## config.mk

```make
export PLATFORM = sky130hd
export DESIGN_NAME = fft_out_serializer
export DESIGN_NICKNAME = d
export VERILOG_FILES = /design/src/rtl/fft_out_serializer_pkg.sv /design/src/rtl/fft_out_serializer_slot.sv /design/src/rtl/fft_out_serializer.sv
export SDC_FILE = /design/constraint.sdc
export NUM_CORES = 1
export LEC_CHECK = 0
export ABC_AREA = 1
export CAP_MARGIN = 10
export CORE_AREA = 2 2 336 338
export DETAILED_ROUTE_END_ITERATION = 12
export DIE_AREA = 0 0 338 340
export HOLD_SLACK_MARGIN = 0.06
export PLACE_DENSITY = 0.46
export SYNTH_ARGS = -nofsm -noshare
export SYNTH_HDL_FRONTEND = slang
export SYNTH_SLANG_ARGS = --single-unit
export TNS_END_PERCENT = 100
```

## constraint.sdc

```tcl
create_clock -name clk -period 23.8 [get_ports clk]
set_clock_uncertainty 0.2 [all_clocks]
set_input_delay 4.76 -clock clk [delete_from_list [all_inputs] [get_ports clk]]
set_output_delay 4.76 -clock clk [all_outputs]
set_load 0.03 [all_outputs]
```

## src/rtl/fft_out_serializer_pkg.sv

```systemverilog
// Shared constants and helpers for the FFT output serializer.
package fft_out_serializer_pkg;

    // Default word-width exponent; data words are 2**N bits wide.
    localparam int N_DEFAULT = 4;
    localparam int W_DEFAULT = 2 ** N_DEFAULT;

    // One FFT frame is eight complex samples, double-buffered.
    localparam int FRAME_LEN = 8;
    localparam int NUM_SLOTS = 2;
    localparam int IDX_W     = 3;

    typedef logic [IDX_W-1:0] bin_idx_t;
    typedef logic [1:0]       slot_count_t;

    localparam slot_count_t COUNT_FULL = slot_count_t'(NUM_SLOTS);
    localparam bin_idx_t    LAST_BIN   = bin_idx_t'(FRAME_LEN - 1);

    // Word width for a given exponent.
    function automatic int word_width(input int n);
        return 2 ** n;
    endfunction

    // 3-bit bit reversal: lane k of the FFT carries bin bitrev3(k), and vice versa.
    function automatic bin_idx_t bitrev3(input bin_idx_t v);
        return {v[0], v[1], v[2]};
    endfunction

endpackage

```

## src/rtl/fft_out_serializer_slot.sv

```systemverilog
// One frame slot: eight lanes of (re, im) registers, written all at once,
// read one bin at a time with the bit-reverse lane mapping applied here.
module fft_frame_slot
    import fft_out_serializer_pkg::*;
#(
    parameter int W = W_DEFAULT
) (
    input  logic         clk,
    input  logic         rst,
    input  logic         wr_en,
    input  logic [W-1:0] wr_re [FRAME_LEN],
    input  logic [W-1:0] wr_im [FRAME_LEN],
    input  bin_idx_t     rd_bin,
    output logic [W-1:0] rd_re,
    output logic [W-1:0] rd_im
);

    logic [W-1:0] lane_re [FRAME_LEN];
    logic [W-1:0] lane_im [FRAME_LEN];

    genvar gi;
    generate
        for (gi = 0; gi < FRAME_LEN; gi++) begin : g_lane
            logic [W-1:0] re_q, re_d;
            logic [W-1:0] im_q, im_d;

            // Load the lane from the parallel input when the slot is written.
            always_comb begin
                re_d = re_q;
                im_d = im_q;
                if (wr_en) begin
                    re_d = wr_re[gi];
                    im_d = wr_im[gi];
                end
            end

            // Lane storage; cleared so a fresh reset presents zeros on the outputs.
            always_ff @(posedge clk or posedge rst) begin
                if (rst) begin
                    re_q <= '0;
                    im_q <= '0;
                end else begin
                    re_q <= re_d;
                    im_q <= im_d;
                end
            end

            assign lane_re[gi] = re_q;
            assign lane_im[gi] = im_q;
        end
    endgenerate

    // Bin j lives in lane bitrev3(j).
    always_comb begin
        rd_re = lane_re[bitrev3(rd_bin)];
        rd_im = lane_im[bitrev3(rd_bin)];
    end

endmodule

```

## src/rtl/fft_out_serializer.sv

```systemverilog
// Captures bit-reversed parallel FFT frames into a ping-pong buffer and
// streams them out one bin per beat in natural order over valid/ready.
module fft_out_serializer
    import fft_out_serializer_pkg::*;
#(
    parameter int N = N_DEFAULT,
    localparam int W = word_width(N)
) (
    input  logic         clk,
    input  logic         rst,
    input  logic         in_valid,
    output logic         in_ready,
    input  logic [W-1:0] xr0,
    input  logic [W-1:0] xr1,
    input  logic [W-1:0] xr2,
    input  logic [W-1:0] xr3,
    input  logic [W-1:0] xr4,
    input  logic [W-1:0] xr5,
    input  logic [W-1:0] xr6,
    input  logic [W-1:0] xr7,
    input  logic [W-1:0] xi0,
    input  logic [W-1:0] xi1,
    input  logic [W-1:0] xi2,
    input  logic [W-1:0] xi3,
    input  logic [W-1:0] xi4,
    input  logic [W-1:0] xi5,
    input  logic [W-1:0] xi6,
    input  logic [W-1:0] xi7,
    output logic         out_valid,
    input  logic         out_ready,
    output logic [W-1:0] out_re,
    output logic [W-1:0] out_im,
    output logic [2:0]   out_idx,
    output logic         out_last
);

    slot_count_t count_q, count_d;
    logic        wr_ptr_q, wr_ptr_d;
    logic        rd_ptr_q, rd_ptr_d;
    bin_idx_t    rd_idx_q, rd_idx_d;

    logic         capture;
    logic         beat;
    logic         last_beat;
    logic [W-1:0] in_re   [FRAME_LEN];
    logic [W-1:0] in_im   [FRAME_LEN];
    logic [W-1:0] slot_re [NUM_SLOTS];
    logic [W-1:0] slot_im [NUM_SLOTS];

    assign in_re = '{xr0, xr1, xr2, xr3, xr4, xr5, xr6, xr7};
    assign in_im = '{xi0, xi1, xi2, xi3, xi4, xi5, xi6, xi7};

    genvar gi;
    generate
        for (gi = 0; gi < NUM_SLOTS; gi++) begin : g_slot
            fft_frame_slot #(.W(W)) u_slot (
                .clk    (clk),
                .rst    (rst),
                .wr_en  (capture && (wr_ptr_q == gi[0])),
                .wr_re  (in_re),
                .wr_im  (in_im),
                .rd_bin (rd_idx_q),
                .rd_re  (slot_re[gi]),
                .rd_im  (slot_im[gi])
            );
        end
    endgenerate

    // Handshake decode, output mux and next-state for pointers, count and bin index.
    always_comb begin
        in_ready  = (count_q != COUNT_FULL);
        out_valid = (count_q != '0);
        out_idx   = rd_idx_q;
        out_last  = out_valid && (rd_idx_q == LAST_BIN);
        out_re    = slot_re[rd_ptr_q];
        out_im    = slot_im[rd_ptr_q];

        capture   = in_valid && in_ready;
        beat      = out_valid && out_ready;
        last_beat = beat && out_last;

        count_d  = count_q;
        wr_ptr_d = wr_ptr_q ^ capture;
        rd_ptr_d = rd_ptr_q ^ last_beat;
        rd_idx_d = beat ? rd_idx_q + bin_idx_t'(1) : rd_idx_q;

        // A capture and a frame release in the same cycle cancel out.
        if (capture && !last_beat) begin
            count_d = count_q + slot_count_t'(1);
        end else if (!capture && last_beat) begin
            count_d = count_q - slot_count_t'(1);
        end
    end

    // Control state; reset discards any buffered or partially sent frame.
    always_ff @(posedge clk or posedge rst) begin
        if (rst) begin
            count_q  <= '0;
            wr_ptr_q <= 1'b0;
            rd_ptr_q <= 1'b0;
            rd_idx_q <= '0;
        end else begin
            count_q  <= count_d;
            wr_ptr_q <= wr_ptr_d;
            rd_ptr_q <= rd_ptr_d;
            rd_idx_q <= rd_idx_d;
        end
    end

endmodule

```

# Yosys cells after proc, flatten, opt, wreduce, memory -nomap -nowiden
# Cells that the tools add are included.
[totals]
register_bits = 519
latchBits = 0
ramBits = 0
rom_bits = 0
inputBits = 260
output_inout_bits = 38
word_cells = 80
memories = 0
[classes]
addsub = 3
multipliers = 0
div_mod_pow = 0
order_cmp = 2
n_eq_ne = 2
shift = 0
n_mux = 20
n_bitwise = 5
n_reduce_logical = 12
[ops]
columns = ["op", "count"]
rows = [
  ["2-to-1 mux 16 bit", 14],
  ["binary-select mux 16 bit (select 3 bit)", 4],
  ["logical AND 1 bit", 8],
  [">= comparator 4 bit, second input constant", 1],
  ["2-to-1 mux 2 bit", 2],
  ["inverter 3 -> 4 bit", 1],
  ["nonzero test 2 bit", 2],
  ["adder 3 x 1 -> 3 bit, second input constant", 1],
  ["equality test 3 bit, second input constant", 1],
  ["adder 2 x 1 -> 2 bit, second input constant", 1],
  [">= comparator 2 bit, second input constant", 1],
  ["zero test 1 bit", 2],
  ["inequality test 2 bit, second input constant", 1],
  ["inverter 1 -> 2 bit", 1],
  ["subtractor 2 x 1 -> 2 bit, second input constant", 1],
  ["bitwise XOR 1 bit", 2],
  ["inverter 1 bit", 1],
]

# Depth between registers and ports, before layout
# Gate-level depths: netlist of the first run.
[logic_depth]
word_depth = 7
depth_mapped = 10

# Modules after synthesis
# A second synthesis of the first run with hierarchy kept.
[hier_totals]
hier_cells = 3504
area_unflattened_um2 = 25714.7
[by_module_without_submodules]
columns = ["mod", "instances", "cells_per_inst", "area_each_um2", "seq_area_each_um2"]
rows = [
  ["fft_frame_slot", 2, 1677, 12448.2, 6406.1],
  ["fft_out_serializer", 1, 150, 818.3, 175.2],
]

# Worst setup path after synthesis of the first run
# Ideal clock, no wire load.
[synth_timing]
kind = "register to output"
start = "register rd_idx_q[2], in the netlist out_idx[2]"
end = "output port out_im[2]"
arrival_ps = 1513
t_required_ps = 18840
slack_ps = 17327
path_stages_with_launch = 10
path_buffers = 3
path_cell_list = "dfrtp_1 -> buf_4 -> inv_6 -> buf_8 -> buf_6 -> nand2_1 -> nand3_1 -> nand3_1 -> nand3_1 -> nand2_1"
[synth_between]
elab_chain_len = 7
word_cells_on_any_way = 10
cone_classes = "mux: 9; bitwise: 1"
[synth_lines]
columns = ["element", "line", "rtl"]
rows = [
  ["from (decl)", "fft_out_serializer.sv:40", "bin_idx_t rd_idx_q, rd_idx_d;"],
  ["from (signal assigned)", "fft_out_serializer.sv:106", "rd_idx_q <= rd_idx_d;"],
  ["inverter 3 -> 4 bit (not written as such) *", "fft_out_serializer_slot.sv:56", "rd_im = lane_im[bitrev3(rd_bin)];"],
  ["binary-select mux 16 bit (select 3 bit)", "fft_out_serializer_slot.sv:56", ""],
  ["2-to-1 mux 16 bit (not written as such) (2 in a row)", "fft_out_serializer_slot.sv:56", ""],
  ["2-to-1 mux 16 bit (not written as such) * (3 in a row)", "fft_out_serializer.sv:76", "out_im = slot_im[rd_ptr_q];"],
  ["to (decl)", "fft_out_serializer.sv:32", "output logic [W-1:0] out_im,"],
]
# Every way passes the cells marked *; elsewhere a longest branch is shown, timed or not. The select of a mux whose other input is x is not followed.

# Worst setup path in the final report of the first run
[layout_timing]
start = "register rd_idx_q[1], in the netlist out_idx[1]"
end = "output port out_im[2]"
# Same word-level chain as after synthesis.

==> flow_summary.json, run 1 <==
{
  "cts.path.max_buffers": 3,
  "period_needed_ns": 9.592,
  "internal-power_uw": 2569,
  "holdBufCountCts": 0,
  "first_global_vias": 20860,
  "swShare": 0.4390,
  "yosysWarnings": 0,
  "vias_per_cell": 4.194,
  "powerDensity_nw_per_um2": 146.9,
  "slew_viol_final": 0,
  "crit_type": "register to primary output",
  "fin_nets": 3733,
  "die_height_um": 340,
  "fp-row-count": 123,
  "syn-cell-area_um2": 25390,
  "post_cts.repair.setup_buffers": 0,
  "area.sequential_um2": 13000,
  "p_leak_uw": 0.01458,
  "start_util": 0.2275,
  "die_area_um2": 114900,
  "p_seq_frac": 0.317,
  "hold-worst-slack_ns": 0.2954,
  "first_pass_iters": 7,
  "ir_worst_vdd_uv": 129.7,
  "dp.final_hpwl_um": 61440,
  "htreeDepth": 3,
  "totalWireLength_um": 90120,
  "multi_input_area_um2": 8950,
  "holdCritStartpoint": "count_q[0]",
  "maxCapViolCount": 0,
  "finalSetupViolations": 0,
  "drt.antenna.violating_nets": 0,
  "synthesis.nets": 3562,
  "worst_slew_pin_slew_ns": 1.088,
  "status": "finished, final reports clean",
  "p_clk_frac": 0.222,
  "holdPathEnd": "count_q[0]",
  "switchingPower_uw": 2011,
  "vias": 21070,
  "synth_top_area_share": 0.5116,
  "start_kind": "register",
  "grt_pass1_wl_um": 135400,
  "ioPinCount": 298,
  "tns_ns": 0,
  "fmax_ghz": 0.1043,
  "end_kind": "primary output",
  "track_usage": 0.1574,
  "die_w_um": 338,
  "cts_tree": "yes",
  "fin_crit_sh": 0.4030,
  "gr-total-overflow": 0,
  "hold_violations": 0,
  "crit_arrival_ns": 4.63,
  "holdCritPathClass": "register to register",
  "crit_required_ns": 18.84,
  "r2r_cells": 7,
  "grt_antenna_before_repair": 33,
  "drive_gt1_frac": 0.04061,
  "min_path_cells": 1,
  "drt-initial-drc-count": 1398,
  "fillCellCount": 12180,
  "clk_pin_slew_worst_paths_ns": 0.06,
  "yosys-top-cells-area": "dfrtp_1, nand2_1, nand3_1",
  "grt_max_degree": 223,
  "ys_ff_latch": 519,
  "maxSlewHeadroom": 0.2747,
  "insertion_delay_ns": 0.62,
  "drc": 0,
  "port_buffers": 297,
  "r2r_slack_ns": 19.20,
  "syn_inst": 3297,
  "syn_avg_cell_area_um2": 7.700,
  "cts-root-buf": "clkbuf_16",
  "grt_setup_unrepaired": "no",
  "syn_to_final_growth_pct": 22.83,
  "r2r_start": "count_q[0]",
  "ys_types": 21,
  "cts_buffers": 67,
  "ctsResizeCount": 0,
  "ys_seq_area_frac": 0.5116,
  "wl_per_cell_um": 17.93,
  "crit_fanout": 67,
  "cts_sinks": 519,
  "r2r_end": "g_slot[1].u_slot.g_lane[6].re_q[11]",
  "place_congestion": 0.7735,
  "synth_top_area_cell": "dfrtp_1",
  "core_area_um2": 111600,
  "comb_power_share": 0.462
}
==> cell families (layout without fill, tap and decap cells) <==
logic type,Yosys count,after routing,share of synthesized area
AOI/OAI and AO/OA,518,518,0.1023
xor gates and xnor gates,4,4,0.001380
adders and majority gates,5,5,0.002464
buffers and inverters,741,965,0.1369
DFF,519,519,0.5116
other,0,4,0
and+or+nand+nor,1510,1510,0.2454
==> final cells by class <==
cell class              count  share of cell area
well taps                1500             0.06019
diodes                      4           0.0003210
repair buffers            322              0.1022
clock buffers              98             0.06368
flip-flops and latches    519              0.4168
inverters                 521             0.06327
clock inverters            24            0.006580
multi-input cells        2037              0.2870
==> cell usage in the layout, fill, tap and decap left out, types with 2 or more instances in the layout <==
cell type        instances
a21oi_1                  3
buf_12                   2
buf_4                   23
bufinv_16                2
clkbuf_1                14
clkbuf_16               69
clkbuf_8                15
clkdlybuf4s50_1        297
clkinv_2                15
clkinvlp_4               2
dfrtp_1                515
dfrtp_2                  2
dfrtp_4                  2
diode_2                  4
ha_1                     3
ha_4                     2
inv_1                  516
inv_6                    4
inv_8                    2
nand2_1               1059
nand3_1                449
nor2_1                   2
o21ai_0                396
o21ai_1                117
xor2_1                   3
==> through the flow <==
step                      power (µW)  setup WS [ns]  cells    util  cell area [µm²]
after floorplan                 2948          4.342   3297       -            25390
after global placement          3607          14.41   4899  0.2598            28980
after detailed placement        3632          14.36   4899  0.2598            28980
after CTS                       4677          14.00   5021  0.2794            31170
after global routing            4985          13.96   5023  0.2794            31180
final                           4580          14.21   5025  0.2795            31180
==> sequential cells by signal, indices dropped and copies added (netlist names) <==
name                       flops
count_q                        2
wr_ptr_q                       1
g_slot.u_slot.g_lane.im_q    256
g_slot.u_slot.g_lane.re_q    256
rd_ptr_q                       1
out_idx                        3
==> power groups by stage <==
stage | Combinational [µW] | Clock (µW) | Sequential (µW)
6_report | 2110 | 1010 | 1450
5_1_grt | 2410 | 1080 | 1500
4_1_cts | 2170 | 1050 | 1450
3_5_place_dp | 2160 | 0 | 1470
3_3_place_gp | 2150 | 0 | 1460
2_1_floorplan | 1530 | 0 | 1420
==> worst max-delay path, stage by stage (launching register included) <==
cell	delay (ns)
dfrtp_4	0.66
inv_4	0.70
buf_4	0.79
nand3_1	0.20
nand3_1	0.26
nand3_1	0.11
nand2_1	0.34
clkdlybuf4s50_1	0.76
==> layer usage <==
layer  vias up  GRT usage  part of all wire
met1      9909     0.1932              0.42
met3       148    0.03510             0.055
met4        20    0.04306             0.028
li1      10570          -                 -
met2       427     0.2752              0.50
met5         -          0            0.0013
==> cells in the mapped netlist (all sizes together) <==
cell type	n
o21ai	513
nand3	449
ha	5
inv	520
o21a	1
xor2	3
xnor2	1
clkbuf	60
clkinv	1
buf	160
nor2	2
nand2	1059
dfrtp	519
a21oi	3
a21boi	1
==> worst max-delay path by stage <==
stage                     from                                   to  slack, ns  cells after the start
floorplan                  rst                           count_q[0]       4.34                      1
global placement      in_valid   g_slot[1].u_slot.g_lane[6].re_q[9]      14.41                      7
detailed placement    in_valid  g_slot[1].u_slot.g_lane[7].re_q[11]      14.36                      7
CTS                 out_idx[1]                            out_im[2]      14.00                      7
global route        out_idx[1]                            out_im[2]      13.96                      7
finish              out_idx[1]                            out_im[2]      14.21                      7
Power figures use the tool's default switching activity.
==> run 2: changes to the inputs <==
==> constraint.sdc (replaced) <==
create_clock -name clk -period 8.9 [get_ports clk]
set_clock_uncertainty 0.2 [all_clocks]
set_input_delay 1.78 -clock clk [delete_from_list [all_inputs] [get_ports clk]]
set_output_delay 1.78 -clock clk [all_outputs]
set_load 0.03 [all_outputs]
==> flow_summary.json, run 2 (synthesis results as in run 1) <==
{
  "status": "finished, final reports clean",
  "holdCritPathClass": "register to register",
  "insertion_delay_ns": 0.63,
  "drive_gt1_frac": 0.03902,
  "drc": 0,
  "core_area_um2": 111600,
  "fin_nets": 3727,
  "ioPinCount": 298,
  "worst_path_most_repeated_cell": "nand3_1",
  "cts_buffers": 66,
  "ir_worst_vdd_uv": 384.6,
  "crit_fanout": 84,
  "clk_pin_slew_worst_paths_ns": 0.06,
  "cp_slowest_stage_delay_ns": 0.94,
  "crit_chain": "inv_4 -> buf_4 -> nand3_1 -> nand3_1 -> nand3_1 -> nand2_1 -> clkdlybuf4s50_1",
  "grt_antenna_before_repair": 22,
  "final_cell_mix": "nand2_1, inv_1, dfrtp_1, nand3_1, o21ai_0",
  "critPathTopFamily": "buffers and inverters",
  "first_global_vias": 21200,
  "place_congestion": 0.8489,
  "fmax_ghz": 0.1569,
  "slew_viol_final": 0,
  "ctsResizeCount": 0,
  "first_pass_iters": 5,
  "grt_setup_unrepaired": "no",
  "period_needed_ns": 6.375,
  "grt_util_met1": 0.1902,
  "maxCapViolCount": 0,
  "gr-total-overflow": 0,
  "cts-root-buf": "clkbuf_16",
  "crit_type": "register to primary output",
  "grt_max_degree": 224,
  "setup_ws_ns": 2.525,
  "die_area_um2": 114900,
  "totalPowerFinal_uw": 12270,
  "wl_per_cell_um": 18.28,
  "grt_use_met3": 0.03396,
  "mostFrequentLayoutCell": "nand2_1",
  "start_util": 0.2275,
  "crit_arrival_ns": 4.40,
  "crit_required_ns": 6.92,
  "totalWireLength_um": 91700,
  "finalSetupViolations": 0,
  "syn_to_final_growth_pct": 22.92,
  "stdcell_count": 5015,
  "pre_cts_slack_ns": 3.124,
  "post_cts.repair.setup_buffers": 0,
  "cts_sinks": 519,
  "vias": 21290,
  "maxSlewHeadroom": 0.2353,
  "fp-row-count": 123,
  "cp_slowest_cell": "inv_4",
  "hold_violations": 0,
  "drt-initial-drc-count": 1416,
  "crit_buf_inv": 3,
  "track_usage": 0.1598,
  "die_w_um": 338,
  "dp.final_hpwl_um": 62790,
  "holdBufCountCts": 0,
  "p_leak_uw": 0.01458,
  "start_kind": "register",
  "powerDensity_nw_per_um2": 393.1,
  "tns_ns": 0,
  "grtUsageMet2": 0.2865,
  "busiest_layer": "met2",
  "cts.path.max_buffers": 3,
  "htreeDepth": 3,
  "fin_crit_sh": 0.7163,
  "grt_pass1_wl_um": 137200,
  "die_height_um": 340,
  "port_buffers": 297,
  "drt.antenna.violating_nets": 0,
  "placedCellCount": 4894,
  "worst_slew_pin_slew_ns": 1.147,
  "r2r_slack_ns": 5.78,
  "cts_tree": "yes",
  "vias_per_cell": 4.245,
  "end_kind": "primary output"
}
run 2: metal layers:
metal,vias to the layer above,share of wire
li1,10550,-
met4,22,0.027
met5,-,0.0015
met1,10120,0.40
met3,145,0.057
met2,451,0.51
run 2: final cells by class:
| class | count | area (µm²) |
|---|---|---|
| Timing Repair Buffer | 317 | 3223 |
| Tap cell | 1500 | 1877 |
| Clock buffer | 99 | 1996 |
| Antenna cell | 4 | 10.01 |
| Fill cell | 12210 | 80370 |
| Multi-Input combinational cell | 2037 | 8950 |
| Sequential cell | 519 | 13000 |
| Inverter | 521 | 1969 |
| Clock inverter | 18 | 183.9 |
run 2: stage by stage:
| stage | cell area (µm²) | utilization | hold slack [ns] |
|---|---|---|---|
| CTS | 31200 | 0.2796 | 0.3060 |
| detailed placement | 29020 | 0.2601 | 0.2936 |
| global placement | 29020 | 0.2601 | 0.2850 |
| finish | 31210 | 0.2797 | 0.2990 |
| floorplan | 25390 | - | 0.2675 |
| global route | 31200 | 0.2796 | 0.3251 |
run 2: worst paths after layout:
| path | start | end | cells after the start |
|---|---|---|---|
| worst max register to register | count_q[0] | g_slot[1].u_slot.g_lane[6].re_q[4] | 5 |
| worst min-delay path | g_slot[1].u_slot.g_lane[3].im_q[1] | g_slot[1].u_slot.g_lane[3].im_q[1] | 2 |
| worst min register to register | g_slot[1].u_slot.g_lane[3].im_q[1] | g_slot[1].u_slot.g_lane[3].im_q[1] | 2 |
| min in group asynchronous | rst | g_slot[0].u_slot.g_lane[2].re_q[4] | 3 |
| worst max-delay path | out_idx[1] | out_im[1] | 7 |
| max in group asynchronous | rst | g_slot[1].u_slot.g_lane[4].im_q[10] | 4 |
run 2: worst register-to-register path: cells and delay by family, from the launching register on:
family	cells	cell delay [ns]
DFF	1	0.38
AOI/OAI and AO/OA	2	1.07
buffers and inverters	2	0.70
adders and majority gates	1	0.60
run 2: report_power, final:
group,total [µW],switching [µW],internal [µW],leakage (µW)
logic,5680,3920,1760,0.00711
clock network,2710,1100,1610,0.00108
registers,3880,375,3500,0.00638
==> run 3: changes to the inputs <==
--- a/config.mk
+++ b/config.mk
@@ -11,7 +11,7 @@
 export DETAILED_ROUTE_END_ITERATION = 12
 export DIE_AREA = 0 0 338 340
 export HOLD_SLACK_MARGIN = 0.06
-export PLACE_DENSITY = 0.46
+export PLACE_DENSITY = 0.48
 export SYNTH_ARGS = -nofsm -noshare
 export SYNTH_HDL_FRONTEND = slang
 export SYNTH_SLANG_ARGS = --single-unit
==> constraint.sdc (replaced) <==
create_clock -name clk -period 5.45 [get_ports clk]
set_clock_uncertainty 0.2 [all_clocks]
set_input_delay 1.09 -clock clk [delete_from_list [all_inputs] [get_ports clk]]
set_output_delay 1.09 -clock clk [all_outputs]
set_load 0.03 [all_outputs]
==> flow_summary.json, run 3 (synthesis results as in run 1) <==
{
  "drc": 0,
  "crit_fanout": 146,
  "ctsResizeCount": 0,
  "fp-row-count": 123,
  "drt-initial-drc-count": 1388,
  "finalSetupViolations": 0,
  "holdCritStartpoint": "g_slot[1].u_slot.g_lane[3].im_q[8]",
  "die_height_um": 340,
  "grt_max_degree": 205,
  "start_kind": "register",
  "totalPowerFinal_uw": 19570,
  "period_needed_ns": 4.899,
  "ioPinCount": 298,
  "first_global_vias": 20750,
  "track_usage": 0.1559,
  "multi_input_area_um2": 8950,
  "maxCapViolCount": 0,
  "r2r_slack_ns": 2.47,
  "holdPathEnd": "g_slot[1].u_slot.g_lane[3].im_q[8]",
  "mostFrequentLayoutCell": "nand2_1",
  "crit_type": "register to primary output",
  "setup_ws_ns": 0.5512,
  "grt_antenna_before_repair": 23,
  "slew_viol_final": 0,
  "crit_arrival_ns": 3.61,
  "final_cell_mix": "nand2_1, inv_1, dfrtp_1, nand3_1, o21ai_0",
  "tns_ns": 0,
  "insertion_delay_ns": 0.63,
  "holdCritPathClass": "register to register",
  "post_cts.repair.setup_buffers": 0,
  "worst_slew_pin_slew_ns": 1.022,
  "cts_tree": "yes",
  "hold_violations": 0,
  "totalWireLength_um": 90010,
  "cts-root-buf": "clkbuf_16",
  "ir_worst_vdd_uv": 718.0,
  "dp.final_hpwl_um": 62910,
  "maxSlewHeadroom": 0.3188,
  "pre_cts_slack_ns": 1.137,
  "r2r_start": "out_idx[2]",
  "fin_crit_sh": 0.8989,
  "hold-worst-slack_ns": 0.3015,
  "r2r_end": "count_q[1]",
  "min_path_cells": 2,
  "port_buffers": 297,
  "die_w_um": 338,
  "vias_per_cell": 4.226,
  "fin_nets": 3738,
  "end_kind": "primary output",
  "holdBufCountCts": 0,
  "vias": 21240,
  "drt.antenna.violating_nets": 0,
  "fmax_ghz": 0.2041,
  "htreeDepth": 2,
  "p_leak_uw": 0.01458,
  "powerDensity_nw_per_um2": 627.1,
  "grt_setup_unrepaired": "no",
  "wl_per_cell_um": 17.91,
  "die_area_um2": 114900,
  "place_congestion": 0.7999,
  "drive_gt1_frac": 0.04060,
  "crit_required_ns": 4.16,
  "clk_pin_slew_worst_paths_ns": 0.06,
  "syn_to_final_growth_pct": 22.94,
  "fillCellCount": 12220,
  "cts_buffers": 59,
  "cts.path.max_buffers": 3,
  "first_pass_iters": 7,
  "gr-total-overflow": 0,
  "core_area_um2": 111600,
  "cts_sinks": 519,
  "post-route-util": 0.2797,
  "status": "finished, final reports clean",
  "start_util": 0.2275,
  "r2r_cells": 7,
  "area.sequential_um2": 13000,
  "grt_pass1_wl_um": 134800
}
-- run 3: changes by cell type in the layout (fill, tap and decap cells not counted) --
cell,previous run,this run
buf_4,12,22
buf_12,8,16
clkbuf_16,66,60
clkbuf_1,11,16
clkbuf_8,22,17
inv_6,4,1
clkinv_2,9,11
clkinvlp_4,2,3
inv_16,1,0
-- run 3: power breakdown --
group | switching, µW | total, µW | internal [µW]
registers | 570 | 6290 | 5720
logic | 6300 | 9250 | 2950
clock network | 1690 | 4040 | 2340
-- run 3: layout make-up --
class | instances | share of cell area
multi-input combinational | 2037 | 0.2867
inverter | 521 | 0.06310
sequential | 519 | 0.4164
clock buffer | 93 | 0.05752
timing repair buffer | 335 | 0.1108
clock inverter | 17 | 0.004971
tap | 1500 | 0.06013
antenna | 4 | 0.0003207
-- run 3: per-layer routing --
layer / GRT usage / part of all wire
met5: 0 / 0.00096
met4: 0.02713 / 0.015
met3: 0.02638 / 0.052
met2: 0.2812 / 0.52
met1: 0.1957 / 0.41
-- run 3: how the worst max path moves through the flow --
stage	from	to	slack, ns	cells past startpoint
2_1_floorplan	rst	count_q[0]	-2.89	1
3_3_place_gp	out_idx[2]	out_im[5]	1.10	8
3_5_place_dp	out_idx[2]	out_im[5]	1.14	8
4_1_cts	out_idx[2]	out_im[5]	0.46	8
5_1_grt	out_idx[2]	out_im[5]	0.34	8
6_report	out_idx[2]	out_im[0]	0.55	7
-- run 3: critical path: stages, from the launching register on --
cell	delay (ns)
dfrtp_4	0.77
buf_12	0.50
nand2_1	0.11
nand3_1	0.11
nand3_1	0.18
nand3_1	0.17
nand2_1	0.21
clkdlybuf4s50_1	0.66
-- run 3: metrics by stage --
stage	cells	area (µm²)
after global placement	4912	29250
after detailed placement	4912	29250
after global routing	5022	31200
after floorplan	3297	25390
final	5026	31210
after CTS	5022	31200
